<file path="config.mk">
export PLATFORM = sky130hd
export DESIGN_NAME = uart_rx_param
export DESIGN_NICKNAME = d
export VERILOG_FILES = /design/src/rtl/uart_rx_param.sv
export SDC_FILE = /design/constraint.sdc
export NUM_CORES = 1
export LEC_CHECK = 0
export BUFFER_PORTS_ARGS = -buffer_cell sky130_fd_sc_hd__buf_2
export CORE_MARGIN = 3
export CORE_UTILIZATION = 35
export CTS_CLUSTER_SIZE = 16
export DETAILED_ROUTE_END_ITERATION = 8
export GPL_TIMING_DRIVEN = 0
export MAX_ROUTING_LAYER = met4
export PLACE_DENSITY_LB_ADDON = 0.12
export SLEW_MARGIN = 20
export SYNTH_ARGS = -nofsm -noshare
export SYNTH_HDL_FRONTEND = slang
export SYNTH_SLANG_ARGS = --single-unit
</file>
<file path="constraint.sdc">
create_clock -name i_Clock -period 3.4 [get_ports i_Clock]
set_clock_uncertainty 0.05 [all_clocks]
set_input_delay 0.51 -clock i_Clock [delete_from_list [all_inputs] [get_ports i_Clock]]
set_output_delay 0.51 -clock i_Clock [all_outputs]
set_load 0.01 [all_outputs]
</file>
<file path="src/rtl/uart_rx_param.sv">
// Parameterised UART receiver: two-flop line synchronizer, centre-sampling
// frame FSM with optional parity and 1/2 stop bits, break detection, and a
// first-word-fall-through receive FIFO with a sticky overrun flag.
module uart_rx_param #(
    parameter int CLKS_PER_BIT = 217,
    parameter int DATA_BITS    = 8,
    parameter int PARITY       = 0,
    parameter int STOP_BITS    = 1,
    parameter int FIFO_DEPTH   = 4
) (
    input  logic                 i_Clock,
    input  logic                 i_Reset_n,
    input  logic                 i_RX_Serial,
    input  logic                 i_RX_Ready,
    input  logic                 i_Ovr_Clr,
    output logic                 o_RX_Valid,
    output logic [DATA_BITS-1:0] o_RX_Byte,
    output logic                 o_Parity_Err,
    output logic                 o_Frame_Err,
    output logic                 o_Overrun,
    output logic                 o_Break
);

    localparam int          AW        = $clog2(FIFO_DEPTH);
    localparam int          CW        = AW + 1;
    localparam int          EW        = DATA_BITS + 2;
    localparam logic [15:0] BIT_LAST  = 16'(CLKS_PER_BIT - 1);
    localparam logic [15:0] HALF      = 16'((CLKS_PER_BIT - 1) / 2);
    localparam logic [2:0]  DATA_LAST = 3'(DATA_BITS - 1);

    typedef enum logic [2:0] {
        S_IDLE, S_START, S_DATA, S_PARITY, S_STOP, S_WAIT_HIGH
    } state_t;

    logic                 sync1_q, sync2_q;
    logic [1:0]           settle_q;
    logic                 armed_q;
    state_t               state_q;
    logic [15:0]          cnt_q;
    logic [2:0]           idx_q;
    logic [DATA_BITS-1:0] data_q;
    logic                 par_bit_q, par_err_q, ferr_q, stop_idx_q, break_q;

    logic [EW-1:0]        mem_q [FIFO_DEPTH];
    logic [AW-1:0]        wr_ptr_q, rd_ptr_q;
    logic [CW-1:0]        count_q;
    logic                 ovr_q;

    logic                 bit_tick, all_zero_d, last_stop_d, frame_err_d;
    logic                 is_break_d, fifo_wr_d, full, pop, push, ovr_evt;
    logic [EW-1:0]        entry_d, head;

    // Parity check of a received word against its parity bit.
    function automatic logic parity_bad(input logic [DATA_BITS-1:0] d, input logic p);
        logic x;
        x = (^d) ^ p;
        if (PARITY == 1) return (x != 1'b1);
        else             return (x != 1'b0);
    endfunction

    // Two-flop synchronizer; arming waits until a real idle-high line has been seen
    // after reset so a line held low across reset cannot start a frame.
    always_ff @(posedge i_Clock or negedge i_Reset_n) begin
        if (!i_Reset_n) begin
            sync1_q  <= 1'b1;
            sync2_q  <= 1'b1;
            settle_q <= 2'b00;
            armed_q  <= 1'b0;
        end else begin
            sync1_q  <= i_RX_Serial;
            sync2_q  <= sync1_q;
            settle_q <= {settle_q[0], 1'b1};
            if (settle_q[1] && sync2_q) armed_q <= 1'b1;
        end
    end

    // Stop-bit decisions: break, framing error and the FIFO write strobe.
    always_comb begin
        bit_tick    = (cnt_q == BIT_LAST);
        all_zero_d  = (data_q == '0) && ((PARITY == 0) || !par_bit_q) && !sync2_q;
        last_stop_d = (STOP_BITS == 1) || stop_idx_q;
        frame_err_d = ferr_q | ~sync2_q;
        is_break_d  = (state_q == S_STOP) && bit_tick && !stop_idx_q && all_zero_d;
        fifo_wr_d   = (state_q == S_STOP) && bit_tick && last_stop_d && !is_break_d;
        entry_d     = {data_q, par_err_q, frame_err_d};
    end

    // Receive FSM: start validation, LSB-first data shift, parity, stop bits.
    always_ff @(posedge i_Clock or negedge i_Reset_n) begin
        if (!i_Reset_n) begin
            state_q    <= S_IDLE;
            cnt_q      <= '0;
            idx_q      <= '0;
            data_q     <= '0;
            par_bit_q  <= 1'b0;
            par_err_q  <= 1'b0;
            ferr_q     <= 1'b0;
            stop_idx_q <= 1'b0;
            break_q    <= 1'b0;
        end else begin
            break_q <= 1'b0;
            case (state_q)
                S_IDLE: begin
                    cnt_q      <= '0;
                    idx_q      <= '0;
                    par_bit_q  <= 1'b0;
                    par_err_q  <= 1'b0;
                    ferr_q     <= 1'b0;
                    stop_idx_q <= 1'b0;
                    if (armed_q && !sync2_q) state_q <= S_START;
                end
                S_START: begin
                    if (cnt_q == HALF) begin
                        cnt_q   <= '0;
                        state_q <= sync2_q ? S_IDLE : S_DATA;
                    end else begin
                        cnt_q <= cnt_q + 16'd1;
                    end
                end
                S_DATA: begin
                    if (bit_tick) begin
                        cnt_q  <= '0;
                        data_q <= {sync2_q, data_q[DATA_BITS-1:1]};
                        if (idx_q == DATA_LAST) begin
                            idx_q   <= '0;
                            state_q <= (PARITY != 0) ? S_PARITY : S_STOP;
                        end else begin
                            idx_q <= idx_q + 3'd1;
                        end
                    end else begin
                        cnt_q <= cnt_q + 16'd1;
                    end
                end
                S_PARITY: begin
                    if (bit_tick) begin
                        cnt_q     <= '0;
                        par_bit_q <= sync2_q;
                        par_err_q <= parity_bad(data_q, sync2_q);
                        state_q   <= S_STOP;
                    end else begin
                        cnt_q <= cnt_q + 16'd1;
                    end
                end
                S_STOP: begin
                    if (bit_tick) begin
                        cnt_q <= '0;
                        if (is_break_d) begin
                            break_q <= 1'b1;
                            state_q <= S_WAIT_HIGH;
                        end else if (fifo_wr_d) begin
                            state_q <= frame_err_d ? S_WAIT_HIGH : S_IDLE;
                        end else begin
                            ferr_q     <= frame_err_d;
                            stop_idx_q <= 1'b1;
                        end
                    end else begin
                        cnt_q <= cnt_q + 16'd1;
                    end
                end
                S_WAIT_HIGH: begin
                    cnt_q <= '0;
                    if (sync2_q) state_q <= S_IDLE;
                end
                default: state_q <= S_IDLE;
            endcase
        end
    end

    assign full = (count_q == CW'(FIFO_DEPTH));
    assign pop  = o_RX_Valid && i_RX_Ready;
    // A full FIFO still accepts a write when the head leaves in the same cycle.
    assign push    = fifo_wr_d && (!full || pop);
    assign ovr_evt = fifo_wr_d && full && !pop;

    // FIFO storage array.
    always_ff @(posedge i_Clock) begin
        if (push) mem_q[wr_ptr_q] <= entry_d;
    end

    // FIFO pointers, occupancy and the sticky overrun flag.
    always_ff @(posedge i_Clock or negedge i_Reset_n) begin
        if (!i_Reset_n) begin
            wr_ptr_q <= '0;
            rd_ptr_q <= '0;
            count_q  <= '0;
            ovr_q    <= 1'b0;
        end else begin
            if (push) wr_ptr_q <= wr_ptr_q + AW'(1);
            if (pop)  rd_ptr_q <= rd_ptr_q + AW'(1);
            case ({push, pop})
                2'b10:   count_q <= count_q + CW'(1);
                2'b01:   count_q <= count_q - CW'(1);
                default: count_q <= count_q;
            endcase
            if (ovr_evt)        ovr_q <= 1'b1;
            else if (i_Ovr_Clr) ovr_q <= 1'b0;
        end
    end

    // Head fields are forced to zero while the FIFO is empty.
    assign head         = mem_q[rd_ptr_q];
    assign o_RX_Valid   = (count_q != '0);
    assign o_RX_Byte    = o_RX_Valid ? head[EW-1:2] : '0;
    assign o_Parity_Err = o_RX_Valid & head[1];
    assign o_Frame_Err  = o_RX_Valid & head[0];
    assign o_Overrun    = ovr_q;
    assign o_Break      = break_q;

endmodule

</file>
# After elaboration in Yosys (flattened, before gate mapping)
# Memories as Yosys holds them, arrays and structs flattened.
# Index checks and enable logic that the tools add are counted.
dict set report totals {
  reg_bits 47
  ramBits 40
  inputBits 5
  word_cells 120
  mem_count 1
}
dict set report op_classes {
  n_addsub 6
  eq_ne 21
  mux 37
  bitwise 5
  reduce_logical 34
}
# name words width read_ports rd_clocked_by_memory_dff wr line
set memory_table {}
lappend memory_table {mem_q 4 10 1 0 1 44} ;# logic [EW-1:0] mem_q [FIFO_DEPTH];
# cell count
set op_table {}
lappend op_table {{$pmux 16 s3} 1}
lappend op_table {{$mux 3} 12}
lappend op_table {{$mux 16} 2}
lappend op_table {{$ne 2x2->1 const B} 9}
lappend op_table {{$pmux 3 s6} 1}
lappend op_table {{$add 16x1->16 const B} 1}
lappend op_table {{$eq 16x7->1 const B} 1}
lappend op_table {{$eq 16x8->1 const B} 1}
lappend op_table {{$mux 1} 14}
lappend op_table {{$eq 3x3->1 const B} 4}
lappend op_table {{$pmux 3 s2} 2}
lappend op_table {{$logic_and 1x1->1} 11}
lappend op_table {{$reduce_bool 2->1} 5}
lappend op_table {{$logic_not 8->1} 1}
lappend op_table {{$mux 8} 1}
lappend op_table {{$reduce_and 8->1} 1}
lappend op_table {{$reduce_xor 8->1} 1}
lappend op_table {{$add 3x1->3 const B} 2}
lappend op_table {{$eq 3x2->1 const B} 2}
lappend op_table {{$pmux 1 s2} 3}
lappend op_table {{$reduce_and 2->1} 3}
lappend op_table {{$reduce_bool 3->1} 2}
lappend op_table {{$logic_not 1->1} 5}
lappend op_table {{$add 2x1->2 const B} 2}
lappend op_table {{15 further kinds} 16}

# Logic depth before layout (Yosys ltp)
dict set report depth {
  word_depth 10
  depth_mapped 13
  depth_no_buf 13
}

# Worst setup path before layout
# Ideal clock, no wire load.
dict set report synth_timing {
  kind {input port to flip-flop}
  from {in i_RX_Ready}
  to {reg count_q[2]}
  setup_time_ns 0.079
  arrival_ns 2.320
  required_time_ns 3.271
  setup_slack_ns 0.951
  stages 9
  cell_sequence {or4b_2 nor3b_4 inv_1 ha_1 inv_1 fa_1 xor2_1 nor2_1 xor2_1}
}
dict set report synth_between {
  elab_chain_cells 5
}
# element line
set synth_lines {}
lappend synth_lines {{from (decl)} 14} ;# input logic i_RX_Ready,
lappend synth_lines {{$logic_and 1x1->1 (*)} 170} ;# assign pop = o_RX_Valid && i_RX_Ready;
lappend synth_lines {{$logic_or 1x1->1} 172} ;# assign push = fifo_wr_d && (!full || pop);
lappend synth_lines {{$logic_and 1x1->1} 172}
lappend synth_lines {{$eq 2x1->1 or $eq 2x2->1 (tied branches)} 190} ;# case ({push, pop})
lappend synth_lines {{$pmux 3 s2 or $reduce_bool 2->1 (tied branches)} n/a}
lappend synth_lines {{to (signal assigned)} 191} ;# 2'b10: count_q <= count_q + CW'(1);
lappend synth_lines {{to (signal assigned)} 192} ;# 2'b01: count_q <= count_q - CW'(1);
lappend synth_lines {{to (signal assigned)} 193} ;# default: count_q <= count_q;
lappend synth_lines {{to (decl)} 46} ;# logic [CW-1:0] count_q;
# Mark *: on every way between the ends. The rest lies on a longest branch, timed or not.
# A chain may end at the register's enable or synchronous reset.

# Worst setup path after layout
dict set report layout_timing {
  from {reg cnt_q[10]}
  to {reg count_q[1]}
}
dict set report layout_between {
  elab_chain_cells 9
}
# element line
set layout_lines {}
lappend layout_lines {{from (decl)} 39} ;# logic [15:0] cnt_q;
lappend layout_lines {{from (signal assigned)} 117} ;# cnt_q <= cnt_q + 16'd1;
lappend layout_lines {{from (signal assigned)} 131} ;# cnt_q <= cnt_q + 16'd1;
lappend layout_lines {{from (signal assigned)} 141} ;# cnt_q <= cnt_q + 16'd1;
lappend layout_lines {{$eq 16x8->1 (*)} 79} ;# bit_tick = (cnt_q == BIT_LAST);
lappend layout_lines {{$logic_and 1x1->1 (*)} {83, 84}}
lappend layout_lines {{$logic_and 1x1->1 (2 in a row)} 83} ;# is_break_d = (state_q == S_STOP) && bit_tick && !stop_idx_q && all_zero_d;
lappend layout_lines {{$logic_not 1->1} 84} ;# fifo_wr_d = (state_q == S_STOP) && bit_tick && last_stop_d && !is_break_d;
lappend layout_lines {{$logic_and 1x1->1 (*)} 84}
lappend layout_lines {{$logic_and 1x1->1 (*)} 172}
lappend layout_lines {{$eq 2x1->1 or $eq 2x2->1 (tied branches)} 190}
lappend layout_lines {{$pmux 3 s2 or $reduce_bool 2->1 (tied branches)} n/a}
# Marked as above.

==> flow_summary.json <==
{
  "status": "finished clean",
  "clk_latency_ns": 0.34,
  "dieHeight_um": 113,
  "drv_cap": 0,
  "grt_max_degree": 48,
  "worst-setup-path-type": "reg -> reg",
  "dpl_cell_area_sq_um": 4270,
  "leakage_nw": 1.95,
  "finalSetupTns_ns": 0,
  "drc": 0,
  "synth_edf_count": 40,
  "cp-start-kind": "flop",
  "final.min_clock_period_ns": 2.62,
  "grtUsageTotal": 0.128,
  "mostFrequentLayoutCells": "45 x dfrtp_1, 40 x edfxtp_1, 21 x nor2_1",
  "drtIter0Drc": 96,
  "cts-resized-gates": 0,
  "grt_setup_unrepaired": "no",
  "layout-drive-gt1-share": 0.177,
  "gp_congestion": 0.847,
  "synthCells": 312,
  "synth-seq-cells": 87,
  "synth_top_area_frac": 0.300,
  "hpwl_um": 4880,
  "cp.arrival_ns": 2.82,
  "worstPathRequired_ns": 3.60,
  "die_x_um": 113,
  "die-area_sq_um": 12800,
  "finalInstanceArea_sq_um": 4620,
  "ys_async_sr_fraction": 0.540,
  "hold_violations": 0,
  "avgSynthCellArea_sq_um": 12.9,
  "final_util": 0.419,
  "setup_viol_count_final": 0,
  "cellPowerDensity_nw_per_um2": 617,
  "fmax_mhz": 382,
  "initial_core_util": 0.364,
  "hold_class": "in -> async",
  "ys_types": 48,
  "antenna_left": 0,
  "antenna_found_initial": 0,
  "cts_root_buffer": "clkbuf_16",
  "path_clk_slew_ns": 0.07,
  "grt_pass1_vias": 2499,
  "antenna_cells": 0,
  "vias": 2403,
  "wirelength_um": 7210,
  "crit_fanout": 9,
  "final_common_cell": "dfrtp_1",
  "portBuffers": 17,
  "synth_nets": 331,
  "max_slew_margin": 0.566,
  "period_share": 0.770,
  "core.rowCount": 38,
  "power_mw": 2.85,
  "hold_ws_ns": 0.124,
  "cts_sinks": 87,
  "firstDrtPassIters": 4,
  "post-synth-top-area-cell": "edfxtp_1",
  "grt_pass1_wl_um": 12500,
  "core_sq_um": 11000,
  "irDropWorstVdd_v": 0.000363,
  "fillCellCount": 1048,
  "cts_hold_buf": 0,
  "worst_pin_slew_ns": 0.651,
  "vias_per_cell": 4.95,
  "cp-end-kind": "flop",
  "wl_per_cell_um": 14.9,
  "cts_setup_buffers": 0,
  "overflow": 0,
  "io_pins": 18,
  "cts-buffers-inserted": 9,
  "syn-cell-area_sq_um": 4010,
  "htreeDepth": 3,
  "area_growth_pct": 15.3,
  "finalMaxSlewViolations": 0,
  "synth_area_leaders": "edfxtp_1 30%, dfrtp_1 28%, mux4_2 5.6%",
  "cts_tree": "built",
  "ys.flop_type": "dfrtp_1",
  "fin_nets": 359,
  "clk_path_buf_depth": 2,
  "yosysSeqAreaShare": 0.593,
  "ys.warnings.count": 0
}
==> cell usage after synthesis, drive strengths merged (6+ instances only) <==
cell type and count:
dfrtp 45, edfxtp 40, nor2 21, inv 20, nand2 20, and2 17
xnor2 14, ha 13, nor3 12, mux4 10, o21ai 10, mux2i 7
nor2b 7, xor2 7, nand3 6
==> registers in the layout (all words and copies together) (netlist names) <==
register	cells
armed_q	1
cnt_q	16
count_q	3
data_q	8
ferr_q	1
idx_q	3
mem_q	40
o_Break	1
o_Overrun	1
par_err_q	1
rd_ptr_q	2
settle_q	2
state_q	3
stop_idx_q	1
sync1_q	1
sync2_q	1
wr_ptr_q	2
==> worst max-delay path: stages (launching register included) <==
cell,delay (ns)
dfrtp_1,0.43
nor4_1,0.28
and4b_2,0.35
nand2_4,0.14
nor3b_4,0.35
inv_1,0.08
ha_1,0.21
inv_1,0.08
fa_1,0.40
o21ai_0,0.18
==> where the power goes <==
group          switching, mW  internal (mW)
combinational          0.250          0.191
sequential            0.0893           1.17
clock                  0.423          0.728
total                  0.762           2.09
==> final timing paths <==
| kind | startpoint | to | slack (ns) | cells past startpoint |
|---|---|---|---|---|
| max reg2reg | cnt_q[10] | count_q[1] | 0.78 | 9 |
| min | i_Reset_n | idx_q[2] | 0.12 | 1 |
| max in group asynchronous | i_Reset_n | data_q[3] | 2.74 | 1 |
| min reg2reg | settle_q[0] | settle_q[1] | 0.30 | 0 |
| max | cnt_q[10] | count_q[1] | 0.78 | 9 |
| min in group i_Clock | i_RX_Serial | sync1_q | 0.23 | 1 |
==> routing by layer <==
layer,part of all wire,GRT usage,wire (um)
met1,0.45,0.158,3210
met2,0.50,0.207,3630
met3,0.031,0.0241,224
met4,0.020,0.0585,146
met5,0,-,0
==> layout make-up <==
class | instances | area [sq um] | share of cell area
Inverter | 20 | 75.1 | 0.0162
Clock inverter | 7 | 126 | 0.0273
Buffer | 10 | 42.5 | 0.00920
Sequential cell | 87 | 2380 | 0.515
Multi-Input combinational cell | 195 | 1510 | 0.327
Timing Repair Buffer | 17 | 87.6 | 0.0189
Clock buffer | 9 | 225 | 0.0487
Tap cell | 140 | 175 | 0.0379
==> cell families after synthesis <==
| family | after synthesis | share of synthesized area |
|---|---|---|
| buffers and inverters | 30 | 0.0293 |
| xor gates and xnor gates | 21 | 0.0459 |
| AOI/OAI and AO/OA | 30 | 0.0484 |
| other | 1 | 0.000935 |
| DFF | 87 | 0.593 |
| and+or+nand+nor | 109 | 0.154 |
| muxes | 20 | 0.0830 |
| adders and majority gates | 14 | 0.0456 |
==> stage by stage <==
stage               instances  setup WS [ns]
CTS                       485          0.734
global route              485          0.540
floorplan                 312          0.951
finish                    485          0.781
global placement          469          0.736
detailed placement        469          0.705
Power figures use the tool's default switching activity.
